--- src/rtl/div_unit.sv ---
// rtl/div_unit.sv - multicycle signed restoring divider (DIV -> LO quotient, HI remainder)
//
// Purpose:
//   Signed WIDTH-bit divide for the multicycle CPU datapath. A one-cycle
//   start pulse in IDLE latches the operands; one quotient bit is produced
//   per clock using the restoring algorithm on magnitudes. A final SIGN step
//   applies MIPS sign rules: the quotient truncates toward zero and the
//   remainder takes the sign of the dividend.
//
// Ports:
//   clk       in   rising-edge clock
//   reset     in   asynchronous active-low reset, clears all state
//   start     in   one-cycle request, only honoured in IDLE
//   dividend  in   signed dividend (rs), sampled on the accepting edge
//   divisor   in   signed divisor (rt), sampled on the accepting edge
//   hi_out    out  remainder, held until the next successful divide
//   lo_out    out  quotient, held until the next successful divide
//   busy      out  high whenever the unit is not IDLE
//   done      out  one-cycle completion pulse
//   div_zero  out  divide-by-zero flag, sticky until a nonzero-divisor start
module div_unit #(
   parameter int WIDTH = 32,
   parameter int CNT_W = 6
) (
   input  logic             clk,
   input  logic             reset,
   input  logic             start,
   input  logic [WIDTH-1:0] dividend,
   input  logic [WIDTH-1:0] divisor,
   output logic [WIDTH-1:0] hi_out,
   output logic [WIDTH-1:0] lo_out,
   output logic             busy,
   output logic             done,
   output logic             div_zero
);

   typedef enum logic [1:0] {
      S_IDLE = 2'd0,
      S_RUN  = 2'd1,
      S_SIGN = 2'd2,
      S_DONE = 2'd3
   } state_t;

   state_t           state;
   logic [WIDTH-1:0] rem_q;
   logic [WIDTH-1:0] quo_q;
   logic [WIDTH-1:0] dvs_q;
   logic [CNT_W-1:0] cnt;
   logic             sign_q;
   logic             sign_r;

   logic [WIDTH-1:0] abs_dividend;
   logic [WIDTH-1:0] abs_divisor;
   logic [WIDTH-1:0] shift_rem;
   logic [WIDTH:0]   trial;

   // Magnitudes are treated as unsigned, so -2^(WIDTH-1) maps to 2^(WIDTH-1).
   always_comb begin
      abs_dividend = dividend[WIDTH-1] ? (~dividend + WIDTH'(1)) : dividend;
      abs_divisor  = divisor[WIDTH-1]  ? (~divisor  + WIDTH'(1)) : divisor;
   end

   // The remainder is always below the divisor magnitude (<= 2^(WIDTH-1)),
   // so its MSB is zero and the shifted value still fits in WIDTH bits.
   // The extra trial bit is the borrow that selects restore vs. keep.
   always_comb begin
      shift_rem = {rem_q[WIDTH-2:0], quo_q[WIDTH-1]};
      trial     = {1'b0, shift_rem} - {1'b0, dvs_q};
   end

   assign busy = (state != S_IDLE);
   assign done = (state == S_DONE);

   always_ff @(posedge clk or negedge reset) begin
      if (!reset) begin
         state    <= S_IDLE;
         rem_q    <= '0;
         quo_q    <= '0;
         dvs_q    <= '0;
         cnt      <= '0;
         sign_q   <= 1'b0;
         sign_r   <= 1'b0;
         hi_out   <= '0;
         lo_out   <= '0;
         div_zero <= 1'b0;
      end else begin
         case (state)
            S_IDLE: begin
               if (start) begin
                  sign_q <= dividend[WIDTH-1] ^ divisor[WIDTH-1];
                  sign_r <= dividend[WIDTH-1];
                  dvs_q  <= abs_divisor;
                  if (divisor == '0) begin
                     // Zero divisor: skip straight to completion, results untouched.
                     div_zero <= 1'b1;
                     state    <= S_DONE;
                  end else begin
                     div_zero <= 1'b0;
                     rem_q    <= '0;
                     quo_q    <= abs_dividend;
                     cnt      <= CNT_W'(WIDTH);
                     state    <= S_RUN;
                  end
               end
            end
            S_RUN: begin
               if (!trial[WIDTH]) begin
                  rem_q <= trial[WIDTH-1:0];
                  quo_q <= {quo_q[WIDTH-2:0], 1'b1};
               end else begin
                  rem_q <= shift_rem;
                  quo_q <= {quo_q[WIDTH-2:0], 1'b0};
               end
               cnt <= cnt - CNT_W'(1);
               if (cnt == CNT_W'(1)) begin
                  state <= S_SIGN;
               end
            end
            S_SIGN: begin
               lo_out <= sign_q ? (~quo_q + WIDTH'(1)) : quo_q;
               hi_out <= sign_r ? (~rem_q + WIDTH'(1)) : rem_q;
               state  <= S_DONE;
            end
            S_DONE: begin
               state <= S_IDLE;
            end
            default: begin
               state <= S_IDLE;
            end
         endcase
      end
   end

endmodule
--- config.mk ---
export PLATFORM = sky130hd
export DESIGN_NAME = div_unit
export DESIGN_NICKNAME = d
export VERILOG_FILES = /design/src/rtl/div_unit.sv
export SDC_FILE = /design/constraint.sdc
export NUM_CORES = 1
export LEC_CHECK = 0
export CAP_MARGIN = 20
export CORE_UTILIZATION = 60
export CTS_CLUSTER_SIZE = 10
export DETAILED_ROUTE_END_ITERATION = 10
export PLACE_DENSITY_LB_ADDON = 0.12
export SLEW_MARGIN = 10
export SYNTH_ARGS = -nofsm -noshare
export SYNTH_HDL_FRONTEND = slang
export SYNTH_SLANG_ARGS = --single-unit
--- constraint.sdc ---
create_clock -name clk -period 4.6 [get_ports clk]
set_input_delay 0.69 -clock clk [delete_from_list [all_inputs] [get_ports clk]]
set_output_delay 0.69 -clock clk [all_outputs]
set_load 0.005 [all_outputs]
**Yosys cells after proc, flatten, opt, wreduce, memory -nomap -nowiden**

Cells that the tools add are included.

- $add $sub $neg: 6
- $mul: 0
- Divide/modulo/power cells: 0
- Magnitude comparators: 0
- Eq/ne operators: 7
- Shift operators: 0
- Mux-type cells: 20
- Bitwise logic cells: 5
- Reduce and logical (&&, ||, !) cells: 7

Operator list:

| kind | number |
|---|---|
| 32-bit two-way mux | 9 |
| 32-bit by 1-bit adder with 32-bit output (second input constant) | 4 |
| 32-bit inverter | 4 |
| 32-bit case mux with 2 select lines | 2 |
| 32-bit by 32-bit subtractor with 33-bit output | 1 |
| 32-bit logical NOT | 1 |
| 6-bit two-way mux | 2 |
| 6-bit case mux with 2 select lines | 1 |
| 2-bit case mux with 4 select lines | 1 |
| 6-bit by 1-bit equality test with 1-bit output (second input constant) | 1 |
| 2-bit two-way mux | 3 |
| 2-bit != test (second input constant) | 3 |
| 6-bit by 1-bit subtractor with 6-bit output (second input constant) | 1 |
| 2-bit equality test (second input constant) | 2 |
| 2-bit AND reduction | 2 |
| 2-bit nonzero test | 2 |
| 3-bit AND reduction | 1 |
| 2-bit by 1-bit equality test with 1-bit output (second input constant) | 1 |
| 2-bit logical NOT | 1 |
| 1-bit two-way mux | 2 |
| 1-bit bitwise XOR | 1 |

- Register bits: 171
- Bits in latches: 0
- RAM bits: 0
- Bits in read-only memories: 0
- Word-level logic and storage cells: 55
- Memories: 0

**Logic depth before layout (Yosys ltp)**

Gate-level depths: netlist of run 1.

- Word-level depth: 6
- Gate-level depth with buffers: 14
- Gate-level depth less buffers: 12

**Least setup slack after synthesis of run 1**

OpenSTA, ideal clock, no wires.

- Kind: in2reg
- Start: input dividend[6]
- End: register quo_q[28]
- Arrival: 3.337 ns
- Required time: 4.465 ns
- Path slack: 1.129 ns
- Cell stages on the path: 8
- Cells stage by stage: or3_4 or4_4 or4_4 or3_4 or4_4 o31ai_4 xor2_1 o21ai_0

- Longest elaborated chain between the ends: 6

RTL lines:

| what | line | RTL |
|---|---|---|
| start: declaration | 28 | `input logic [WIDTH-1:0] dividend,` |
| 32-bit inverter | 59 | `abs_dividend = dividend[WIDTH-1] ? (~dividend + WIDTH'(1)) : dividend;` |
| 32-bit by 1-bit adder with 32-bit output | 59 |  |
| 32-bit two-way mux | 59 |  |
| 32-bit two-way mux | 93 | `if (divisor == '0) begin` |
| 32-bit two-way mux | 89 | `if (start) begin` |
| 32-bit case mux with 2 select lines | 87 | `case (state)` |
| end signal: assignment | 100 | `quo_q <= abs_dividend;` |
| end signal: assignment | 109 | `quo_q <= {quo_q[WIDTH-2:0], 1'b1};` |
| end signal: assignment | 112 | `quo_q <= {quo_q[WIDTH-2:0], 1'b0};` |
| end: declaration | 46 | `logic [WIDTH-1:0] quo_q;` |

No other way between the ends. The select of a mux whose other input is x is not followed.
A chain may end at the register's enable or synchronous reset.

**Worst setup path after layout of run 1**

- Start: register quo_q[31]
- End: register rem_q[9]

- Longest elaborated chain between the ends: 3

RTL lines:

| what | line | RTL |
|---|---|---|
| 32-bit by 32-bit subtractor with 33-bit output | 68 | `trial = {1'b0, shift_rem} - {1'b0, dvs_q};` |
| 32-bit two-way mux | 107 | `if (!trial[WIDTH]) begin` |
| 32-bit case mux with 2 select lines | 87 |  |
| end signal: assignment | 108 | `rem_q <= trial[WIDTH-1:0];` |
| end signal: assignment | 111 | `rem_q <= shift_rem;` |
| end: declaration | 45 | `logic [WIDTH-1:0] rem_q;` |

No other way between the ends.

==> results.rst, run 1 <==
.. list-table::
   :header-rows: 1

   * - Metric
     - Value
   * - Outcome
     - finished, final reports clean
   * - Minimum setup slack among reg-to-reg paths
     - 700 ps
   * - Hold_buf cts
     - 0
   * - Count of flip-flops with a built-in enable after synthesis
     - 0
   * - TritonCTS sink count
     - 171
   * - Cells on worst reg2reg path
     - 14
   * - Per-cell via count in the routed design
     - 6.02
   * - Number of clock buffers inserted by TritonCTS
     - 17
   * - Placeable core area
     - 0.0175 mm^2
   * - Setup TNS
     - 0 ps
   * - Total Routed Length
     - 26,600 um
   * - Leakage component of the power
     - 5.61 nW
   * - Top_reg_cell synth
     - sky130_fd_sc_hd__dfrtp_1
   * - Antenna violations before repair
     - 0
   * - Routed length per instance
     - 16.5 um
   * - Clk Tree Root Cell
     - sky130_fd_sc_hd__clkbuf_16
   * - Signed area change from the synthesized netlist to the final layout
     - 19.4%
   * - DR pass1 iterations
     - 5
   * - Number of diodes added for antenna fixing
     - 0
   * - Vias after detailed routing
     - 9,720
   * - Die Y
     - 137 um
   * - List of most frequent post-synthesis cells
     - sky130_fd_sc_hd__dfrtp_1, sky130_fd_sc_hd__nand2_1, sky130_fd_sc_hd__a21oi_1, sky130_fd_sc_hd__nor2_1, sky130_fd_sc_hd__o21ai_0
   * - Worst hold-check slack
     - 286 ps
   * - Category of the worst setup path launch point
     - flip-flop
   * - Count of cell types in the netlist
     - 59
   * - CTS clk-pin slew, worst paths
     - 70 ps
   * - Number of placed I/O pins
     - 134
   * - Worst slew margin
     - 0.435
   * - Final setup viols
     - 0
   * - Max-cap violation count
     - 0
   * - Fraction of registers with async set/reset
     - 1.00
   * - Clk_skew
     - 13.0 ps
   * - Worst min path class
     - in2async
   * - Number of global-route vias before repair
     - 8,831
   * - Input/output buffers
     - 133
   * - Remaining Overflow, GRT
     - 0
   * - Synth Area per Inst
     - 8.53 um^2
   * - Effective utilization at floorplan
     - 0.623
   * - Remaining DRCs
     - 0
   * - Data arrival at the endpoint of the critical path
     - 4280 ps
   * - Final core utilization
     - 0.743
   * - CTS resizes
     - 0
   * - Most used standard cell by instance count after synthesis
     - sky130_fd_sc_hd__dfrtp_1
   * - Slew at the pin with the worst max-slew slack
     - 845 ps
   * - Unrepaired setup endpoints after global routing
     - no
   * - Post-CTS Setup Repair Bufs
     - 0
   * - Max clock buf depth
     - 2
   * - Post-detail-place hpwl
     - 19,300 um
   * - Standard-cell rows
     - 48
   * - Max Fclk
     - 0.256 GHz
   * - Area share of the leading cell type in the synthesized netlist
     - 0.392
   * - H-tree depth
     - 4
   * - TritonCTS clock tree
     - built
   * - Die area
     - 0.0187 mm^2
   * - Placer Congestion
     - 0.923
   * - Required @ worst endpoint
     - 4970 ps
   * - Slack of the critical path
     - 700 ps
   * - Fin. max-slew vios
     - 0
   * - Cell type with the largest total area after synthesis
     - sky130_fd_sc_hd__dfrtp_1
   * - Final antenna-violating net count
     - 0
   * - Worst slack at placement
     - 405 ps
   * - Insertion delay to the later sink of the worst-skew pair
     - 440 ps
   * - Total routing resource utilization after global routing
     - 0.296
   * - Reg-to-reg critical path startpoint
     - quo_q[31]
   * - Cells after Synth
     - 1,280
   * - Element type at the critical path end
     - flip-flop
   * - Power density over the cells
     - 790 mW/mm^2
   * - Final-stage net count
     - 1,489
   * - Fraction of the cycle the final worst path needs
     - 0.848
   * - Global-route wire length before repair
     - 43,600 um
   * - Peak ir drop on the vdd network
     - 0.491 mV
   * - Die Wd
     - 137 um
   * - Crit Path Class
     - reg2reg
   * - Post-Syn Area
     - 0.0109 mm^2
   * - Yosys warning count
     - 0
   * - Nets in the synthesized netlist
     - 1,392
   * - Final hold viol count
     - 0
   * - R2r endpoint
     - rem_q[9]
   * - Share of final-layout standard cells stronger than drive strength 1
     - 0.0561
   * - Critical Path Fanout Max
     - 31
   * - Maximum number of pins on one net before global-route repair
     - 93
   * - Cells taking the most area after synthesis
     - sky130_fd_sc_hd__dfrtp_1, sky130_fd_sc_hd__xor2_1, sky130_fd_sc_hd__a21oi_1
   * - Detailed Route Iter0 Violations
     - 623
   * - Tmin final
     - 3900 ps
   * - Post-synthesis sequential area ratio
     - 0.392
   * - Number of synthesized register bits
     - 171
final cells by class:
cell class	count	area (um^2)
multi-input cells	980	6200
clock buffers	17	425
repair buffers	150	1480
inverters	57	214
flip-flops and latches	171	4280
well taps	225	282
clock inverters	15	151
fillers	1374	4500
metal layers:
layer / wire length [um] / track usage / vias up
met4: 425 / 0.0806 / 0
met2: 11600 / 0.439 / 370
met5: 0 / 0 / -
li1: - / - / 4741
met1: 12600 / 0.448 / 4568
met3: 2000 / 0.0463 / 41
flip-flops by register name, indices dropped and copies added (netlist names):
signal	count
sign_q	1
state	2
sign_r	1
lo_out	32
hi_out	32
rem_q	32
cnt	6
dvs_q	32
quo_q	32
div_zero	1
worst max-delay path by stage:
stage,startpoint,endpoint
5_1_grt,quo_q[31],quo_q[0]
2_1_floorplan,dividend[6],quo_q[28]
3_3_place_gp,dividend[2],quo_q[24]
4_1_cts,quo_q[31],quo_q[0]
3_5_place_dp,dividend[2],quo_q[24]
6_report,quo_q[31],rem_q[9]
power breakdown:
| part | internal, W | switching (W) | leakage [nW] |
|---|---|---|---|
| clock network | 0.000722 | 0.000685 | 0.277 |
| registers | 0.00224 | 0.000823 | 2.06 |
| logic | 0.00264 | 0.00319 | 3.27 |
worst max-delay path: stages, from the launching register on:
cell                        delay [ps]
sky130_fd_sc_hd__dfrtp_1           380
sky130_fd_sc_hd__inv_1             110
sky130_fd_sc_hd__ha_1              230
sky130_fd_sc_hd__fa_1              400
sky130_fd_sc_hd__nand2b_1          180
sky130_fd_sc_hd__a21o_1            180
sky130_fd_sc_hd__a31oi_1           170
sky130_fd_sc_hd__buf_4             160
sky130_fd_sc_hd__a31oi_1           190
sky130_fd_sc_hd__a21oi_1           500
sky130_fd_sc_hd__a21boi_4          330
sky130_fd_sc_hd__buf_12            260
sky130_fd_sc_hd__a2111oi_0         510
sky130_fd_sc_hd__a31oi_1           110
sky130_fd_sc_hd__nand2_1            90
layout by cell type (no fill, tap or decap), types with 9 or more instances in the layout:
| cell | netlist | layout |
|---|---|---|
| sky130_fd_sc_hd__clkdlybuf4s50_1 | 0 | 132 |
| sky130_fd_sc_hd__xor2_1 | 124 | 124 |
| sky130_fd_sc_hd__clkbuf_16 | 0 | 17 |
| sky130_fd_sc_hd__buf_4 | 0 | 14 |
| sky130_fd_sc_hd__nand4_1 | 9 | 9 |
| sky130_fd_sc_hd__or4_1 | 17 | 17 |
| sky130_fd_sc_hd__xnor2_1 | 25 | 25 |
| sky130_fd_sc_hd__nand3_1 | 13 | 13 |
| sky130_fd_sc_hd__nor3_1 | 12 | 12 |
| sky130_fd_sc_hd__a221o_1 | 11 | 11 |
| sky130_fd_sc_hd__nand2_1 | 137 | 137 |
| sky130_fd_sc_hd__inv_1 | 57 | 57 |
| sky130_fd_sc_hd__o31ai_1 | 32 | 32 |
| sky130_fd_sc_hd__nor2_1 | 132 | 132 |
| sky130_fd_sc_hd__a21o_1 | 13 | 13 |
| sky130_fd_sc_hd__o22ai_1 | 13 | 13 |
| sky130_fd_sc_hd__a32oi_1 | 12 | 12 |
| sky130_fd_sc_hd__or3_1 | 10 | 10 |
| sky130_fd_sc_hd__dfrtp_1 | 171 | 171 |
| sky130_fd_sc_hd__o41ai_1 | 15 | 15 |
| sky130_fd_sc_hd__o21ai_0 | 126 | 124 |
| sky130_fd_sc_hd__ha_1 | 44 | 43 |
| sky130_fd_sc_hd__a21oi_1 | 132 | 130 |
logic make-up after synthesis:
family,Yosys count,share of synthesized area
compound gates,404,0.227
simple gates,371,0.153
flops,171,0.392
xor+xnor,149,0.120
buf+inv,129,0.0445
fa+ha+maj,45,0.0523
mux,11,0.0110
stage by stage:
step / area, um^2 / total power [W] / cells
floorplan: 10900 / 0.00690 / 1280
global placement: 12500 / 0.00862 / 1582
detailed placement: 12500 / 0.00879 / 1582
CTS: 13000 / 0.0102 / 1614
global route: 13000 / 0.0112 / 1615
finish: 13000 / 0.0103 / 1615
Note: power is estimated with default switching activity, not from simulation.
==> inputs of run 2 (changes only) <==
- CORE_UTILIZATION: 60 -> 57
- clock period: 4.6 -> 3.7 ns (I/O delays scaled with it)
==> run 2 against run 1 <==
Against the previous run:
- sequential cell count unchanged
- clock skew down 5.1 ps
- final cell count up 2.4%
- power up 28%
- critical path depth down 5
- die area up 5.2%
- register-to-register slack worse by 380 ps
==> results.rst, run 2 (same netlist as run 1, synthesis figures left out) <==
.. list-table::
   :header-rows: 1

   * - Metric
     - Value
   * - Die Y
     - 140 um
   * - Final antenna-violating net count
     - 0
   * - Fin. max-slew vios
     - 0
   * - Number of diodes added for antenna fixing
     - 0
   * - Clk_skew
     - 7.97 ps
   * - Tmin final
     - 3420 ps
   * - Int Pwr
     - 0.00732 W
   * - CTS clk-pin slew, worst paths
     - 80 ps
   * - Routed length per instance
     - 16.2 um
   * - Leakage component of the power
     - 5.78 nW
   * - Die area
     - 0.0197 mm^2
   * - Crit Path Class
     - in2reg
   * - CTS resizes
     - 0
   * - Hold_buf cts
     - 0
   * - Post-detail-place hpwl
     - 19,900 um
   * - Fraction of the cycle the final worst path needs
     - 0.925
   * - Proportion of total power due to net switching
     - 0.444
   * - Gate power share
     - 0.568
   * - Number of placed I/O pins
     - 134
   * - Max clock buf depth
     - 2
   * - Detailed Route Iter0 Violations
     - 786
   * - Number of global-route vias before repair
     - 8,788
   * - Placeable core area
     - 0.0188 mm^2
   * - Fin area
     - 0.0134 mm^2
   * - Worst min path class
     - in2async
   * - H-tree depth
     - 4
   * - Max Fclk
     - 0.292 GHz
   * - Net switching power figure
     - 0.00584 W
   * - Element type at the critical path end
     - flip-flop
   * - Remaining Overflow, GRT
     - 0
   * - DR pass1 iterations
     - 5
   * - Final-stage net count
     - 1,518
   * - Cell Count, Final, Fillers Out
     - 1,653
   * - Total routing resource utilization after global routing
     - 0.277
   * - Effective utilization at floorplan
     - 0.582
   * - Global-route wire length before repair
     - 44,100 um
   * - Register share of total power
     - 0.285
   * - Worst slew margin
     - 0.351
   * - Post-CTS Setup Repair Bufs
     - 0
   * - Remaining DRCs
     - 0
   * - Critical Path Fanout Max
     - 4
   * - Slew at the pin with the worst max-slew slack
     - 973 ps
   * - Max-cap violation count
     - 0
   * - TritonCTS sink count
     - 171
   * - Standard-cell rows
     - 50
   * - Final hold viol count
     - 0
   * - Signed area change from the synthesized netlist to the final layout
     - 22.3%
   * - Post-Place Cells
     - 1,621
   * - Vias after detailed routing
     - 9,684
   * - Input/output buffers
     - 133
   * - Per-cell via count in the routed design
     - 5.86
   * - Final core utilization
     - 0.711
   * - Placer Congestion
     - 0.895
   * - Die Wd
     - 140 um
   * - Insertion delay to the later sink of the worst-skew pair
     - 430 ps
   * - Outcome
     - finished, final reports clean
   * - Final setup viols
     - 0
   * - Commonest cells after routing, fill and taps aside
     - sky130_fd_sc_hd__dfrtp_1, sky130_fd_sc_hd__nand2_1, sky130_fd_sc_hd__nor2_1, sky130_fd_sc_hd__clkdlybuf4s50_1, sky130_fd_sc_hd__a21oi_1
   * - Most common library cell in the layout ignoring fill and taps
     - sky130_fd_sc_hd__dfrtp_1
   * - Data arrival at the endpoint of the critical path
     - 3720 ps
   * - Placement Cell Area
     - 0.0127 mm^2
   * - Total Routed Length
     - 26,800 um
   * - Share of final-layout standard cells stronger than drive strength 1
     - 0.0761
   * - Maximum number of pins on one net before global-route repair
     - 83
   * - Setup TNS
     - 0 ps
   * - Unrepaired setup endpoints after global routing
     - no
   * - Clk Tree Root Cell
     - sky130_fd_sc_hd__clkbuf_16
   * - Proportion of power drawn by the clock network
     - 0.146
   * - Required @ worst endpoint
     - 4000 ps
   * - Power density over the cells
     - 985 mW/mm^2
   * - Peak ir drop on the vdd network
     - 1.07 mV
   * - Number of clock buffers inserted by TritonCTS
     - 17
   * - Antenna violations before repair
     - 0
   * - TritonCTS clock tree
     - built
   * - Category of the worst setup path launch point
     - primary input
## run 2: changes by cell type in the layout (fill, tap and decap cells not counted), sizes merged
cell	change
bufinv	+3
clkinv	-4
clkinvlp	+1
buf	+30
clkbuf	-1
## run 2: power groups by stage
stage                     clock (W)  combinational (W)  sequential, W
after global routing        0.00202            0.00836        0.00386
after detailed placement          0            0.00739        0.00375
after CTS                   0.00194            0.00746        0.00372
final                       0.00192            0.00748        0.00375
after floorplan                   0            0.00513        0.00344
after global placement            0            0.00724        0.00372
## run 2: final timing paths
check	from	to	slack, ps	cells past startpoint
max	dividend[6]	quo_q[28]	280	9
min	reset	hi_out[10]	120	1
max reg2reg	dvs_q[1]	rem_q[31]	320	13
min reg2reg	dvs_q[11]	dvs_q[11]	480	2
max in group asynchronous	reset	quo_q[28]	2800	2
min in group clk	dvs_q[11]	dvs_q[11]	480	2
## run 2: routing by layer
layer  GRT usage  vias to the layer above  wire, um
met1       0.424                     4548     13200
met2       0.412                      323     11700
met4      0.0671                        0       282
li1            -                     4782         -
met5           0                        -         0
met3      0.0383                       31      1650
## run 2: per-stage QoR
stage | power (W) | hold slack (ps) | setup WS, ps
final | 0.0132 | 125 | 278
after floorplan | 0.00858 | 259 | 364
after global routing | 0.0142 | 173 | 163
after global placement | 0.0110 | 460 | -117
after CTS | 0.0131 | 155 | 290
after detailed placement | 0.0111 | 471 | -161
## run 2: final cells by class
type	instances	area, um^2
Inverter	57	214
Clock inverter	15	199
Sequential cell	171	4280
Tap cell	234	293
Timing Repair Buffer	179	1740
Fill cell	1541	5420
Multi-Input combinational cell	980	6200
Clock buffer	17	425
## run 2: critical path: stages
cell	delay [ps]
sky130_fd_sc_hd__clkdlybuf4s50_1	420
sky130_fd_sc_hd__or3_4	400
sky130_fd_sc_hd__or4_4	480
sky130_fd_sc_hd__or4_4	440
sky130_fd_sc_hd__or3_4	400
sky130_fd_sc_hd__or4_4	540
sky130_fd_sc_hd__o31ai_4	240
sky130_fd_sc_hd__xor2_1	160
sky130_fd_sc_hd__o21ai_0	90
==> inputs of run 3 (changes only) <==
- CORE_UTILIZATION: 57 -> 58
- CTS_BUF_LIST: default -> sky130_fd_sc_hd__clkbuf_8
- CTS_CLUSTER_DIAMETER: default -> 60
==> run 3 against run 2 <==
Against the previous run:
- the flow now finishes with violations (DRC)
- sequential cell count unchanged
- routed wire length shrank 1.3%
- via count down 0.68%
- combinational power grew 0.7%
- sequential share of layout area rose by 0.62 points
- worst setup slack gained 8.7 ps
- power down 5.0%
- utilization up 0.80 points
- worst hold slack improved by 330 ps
- global-route usage grew 0.61 points
==> results.rst, run 3 (same netlist as run 1, synthesis figures left out) <==
.. list-table::
   :header-rows: 1

   * - Metric
     - Value
   * - Violated checks
     - DRC
   * - Input/output buffers
     - 133
   * - DR pass1 iterations
     - 9
   * - Number of diodes added for antenna fixing
     - 0
   * - Detailed Route Iter0 Violations
     - 796
   * - Standard-cell rows
     - 49
   * - Worst min path class
     - in2async
   * - Clk Tree Root Cell
     - sky130_fd_sc_hd__clkbuf_8
   * - Post-Place Cells
     - 1,620
   * - Vias after detailed routing
     - 9,618
   * - Remaining DRCs
     - 10
   * - CTS clk-pin slew, worst paths
     - 90 ps
   * - Fin area
     - 0.0131 mm^2
   * - Fin. max-slew vios
     - 0
   * - Die Y
     - 139 um
   * - Clk_skew
     - 18.0 ps
   * - Placer Congestion
     - 0.899
   * - Effective utilization at floorplan
     - 0.600
   * - Max-cap violation count
     - 0
   * - Number of clock buffers inserted by TritonCTS
     - 17
   * - Worst slew margin
     - 0.350
   * - Antenna violations before repair
     - 0
   * - Required @ worst endpoint
     - 4040 ps
   * - Signed area change from the synthesized netlist to the final layout
     - 20.0%
   * - Commonest cells after routing, fill and taps aside
     - sky130_fd_sc_hd__dfrtp_1, sky130_fd_sc_hd__nand2_1, sky130_fd_sc_hd__nor2_1, sky130_fd_sc_hd__clkdlybuf4s50_1, sky130_fd_sc_hd__a21oi_1
   * - Post-CTS Setup Repair Bufs
     - 0
   * - Critical Path Fanout Max
     - 4
   * - Most common library cell in the layout ignoring fill and taps
     - sky130_fd_sc_hd__dfrtp_1
   * - Data arrival at the endpoint of the critical path
     - 3750 ps
   * - Total Power Consumption
     - 0.0125 W
   * - Total Routed Length
     - 26,500 um
   * - Leakage component of the power
     - 5.68 nW
   * - Count of filler cells inserted in the layout
     - 1,457
   * - Peak ir drop on the vdd network
     - 0.802 mV
   * - Fraction of the cycle the final worst path needs
     - 0.922
   * - Die Wd
     - 139 um
   * - Number of global-route vias before repair
     - 8,897
   * - H-tree depth
     - 4
   * - Per-cell via count in the routed design
     - 5.83
   * - Hold_buf cts
     - 1
   * - Category of the worst setup path launch point
     - primary input
   * - Slew at the pin with the worst max-slew slack
     - 974 ps
   * - Maximum number of pins on one net before global-route repair
     - 109
   * - Die area
     - 0.0194 mm^2
   * - Number of placed I/O pins
     - 134
   * - Crit Path Class
     - in2reg
   * - Global-route wire length before repair
     - 44,100 um
   * - Element type at the critical path end
     - flip-flop
   * - Final core utilization
     - 0.719
   * - Final hold viol count
     - 0
   * - Cell Count, Final, Fillers Out
     - 1,649
   * - Remaining Overflow, GRT
     - 0
   * - Power density over the cells
     - 954 mW/mm^2
   * - Insertion delay to the later sink of the worst-skew pair
     - 470 ps
   * - Final setup viols
     - 0
   * - Placeable core area
     - 0.0182 mm^2
   * - TritonCTS sink count
     - 171
   * - Routed length per instance
     - 16.0 um
   * - Max Fclk
     - 0.293 GHz
   * - Max clock buf depth
     - 2
   * - Total routing resource utilization after global routing
     - 0.283
   * - Unrepaired setup endpoints after global routing
     - no
   * - Outcome
     - complete, but fails checks
   * - TritonCTS clock tree
     - built
   * - Tmin final
     - 3410 ps
   * - Final-stage net count
     - 1,523
   * - CTS resizes
     - 0
   * - Share of final-layout standard cells stronger than drive strength 1
     - 0.0754
   * - Placement Cell Area
     - 0.0128 mm^2
   * - Post-detail-place hpwl
     - 19,700 um
   * - Final antenna-violating net count
     - 0
run 3: changes by cell type in the layout (fill, tap and decap cells not counted), moves of 3 or more:
cell                        before  now
sky130_fd_sc_hd__clkbuf_8        0   19
sky130_fd_sc_hd__inv_8           3    0
sky130_fd_sc_hd__buf_4          41   45
sky130_fd_sc_hd__clkbuf_16      17    0
sky130_fd_sc_hd__inv_6           5    0
sky130_fd_sc_hd__clkinv_2        0    4
run 3: final cells by class:
type,count,area [um^2],area share
multi-input combinational,980,6200,0.473
sequential,171,4280,0.327
timing repair buffer,184,1780,0.136
tap,229,287,0.0219
clock buffer,19,262,0.0200
inverter,57,214,0.0163
clock inverter,9,77.6,0.00592
run 3: final timing paths:
kind | cells after the start | start | slack, ps | end
worst max register to register | 12 | dvs_q[1] | 410 | rem_q[31]
worst max-delay path | 9 | dividend[6] | 290 | quo_q[28]
min in group clk | 2 | dvs_q[15] | 480 | dvs_q[15]
worst min-delay path | 2 | reset | 450 | hi_out[13]
max in group asynchronous | 3 | reset | 2370 | dvs_q[23]
worst min register to register | 2 | dvs_q[15] | 480 | dvs_q[15]
run 3: critical path, stage by stage:
cell and delay, ps:
sky130_fd_sc_hd__clkdlybuf4s50_1 420, sky130_fd_sc_hd__or3_4 390, sky130_fd_sc_hd__or4_4 480, sky130_fd_sc_hd__or4_4 440, sky130_fd_sc_hd__or3_4 390, sky130_fd_sc_hd__or4_4 540, sky130_fd_sc_hd__o31ai_4 250, sky130_fd_sc_hd__xor2_1 180
sky130_fd_sc_hd__o21ai_0 100
run 3: routing by layer:
metal  vias to the layer above  GRT usage  wire [um]
met5                         -          0          0
met4                         0     0.0749        316
met3                        34     0.0490       1860
met2                       351      0.420      11500
met1                      4445      0.427      12800
li1                       4788          -          -
run 3: power breakdown:
part           switching, W  internal (W)  leakage, nW
logic               0.00405       0.00349         3.45
registers          0.000976       0.00278         2.06
clock network      0.000663      0.000545        0.176
run 3: metrics by stage:
stage	setup TNS (ps)	setup slack [ps]	hold slack [ps]
global placement	-515	-122	369
finish	0	287	450
detailed placement	-938	-139	370
CTS	0	294	441
floorplan	0	364	259
global route	0	159	470
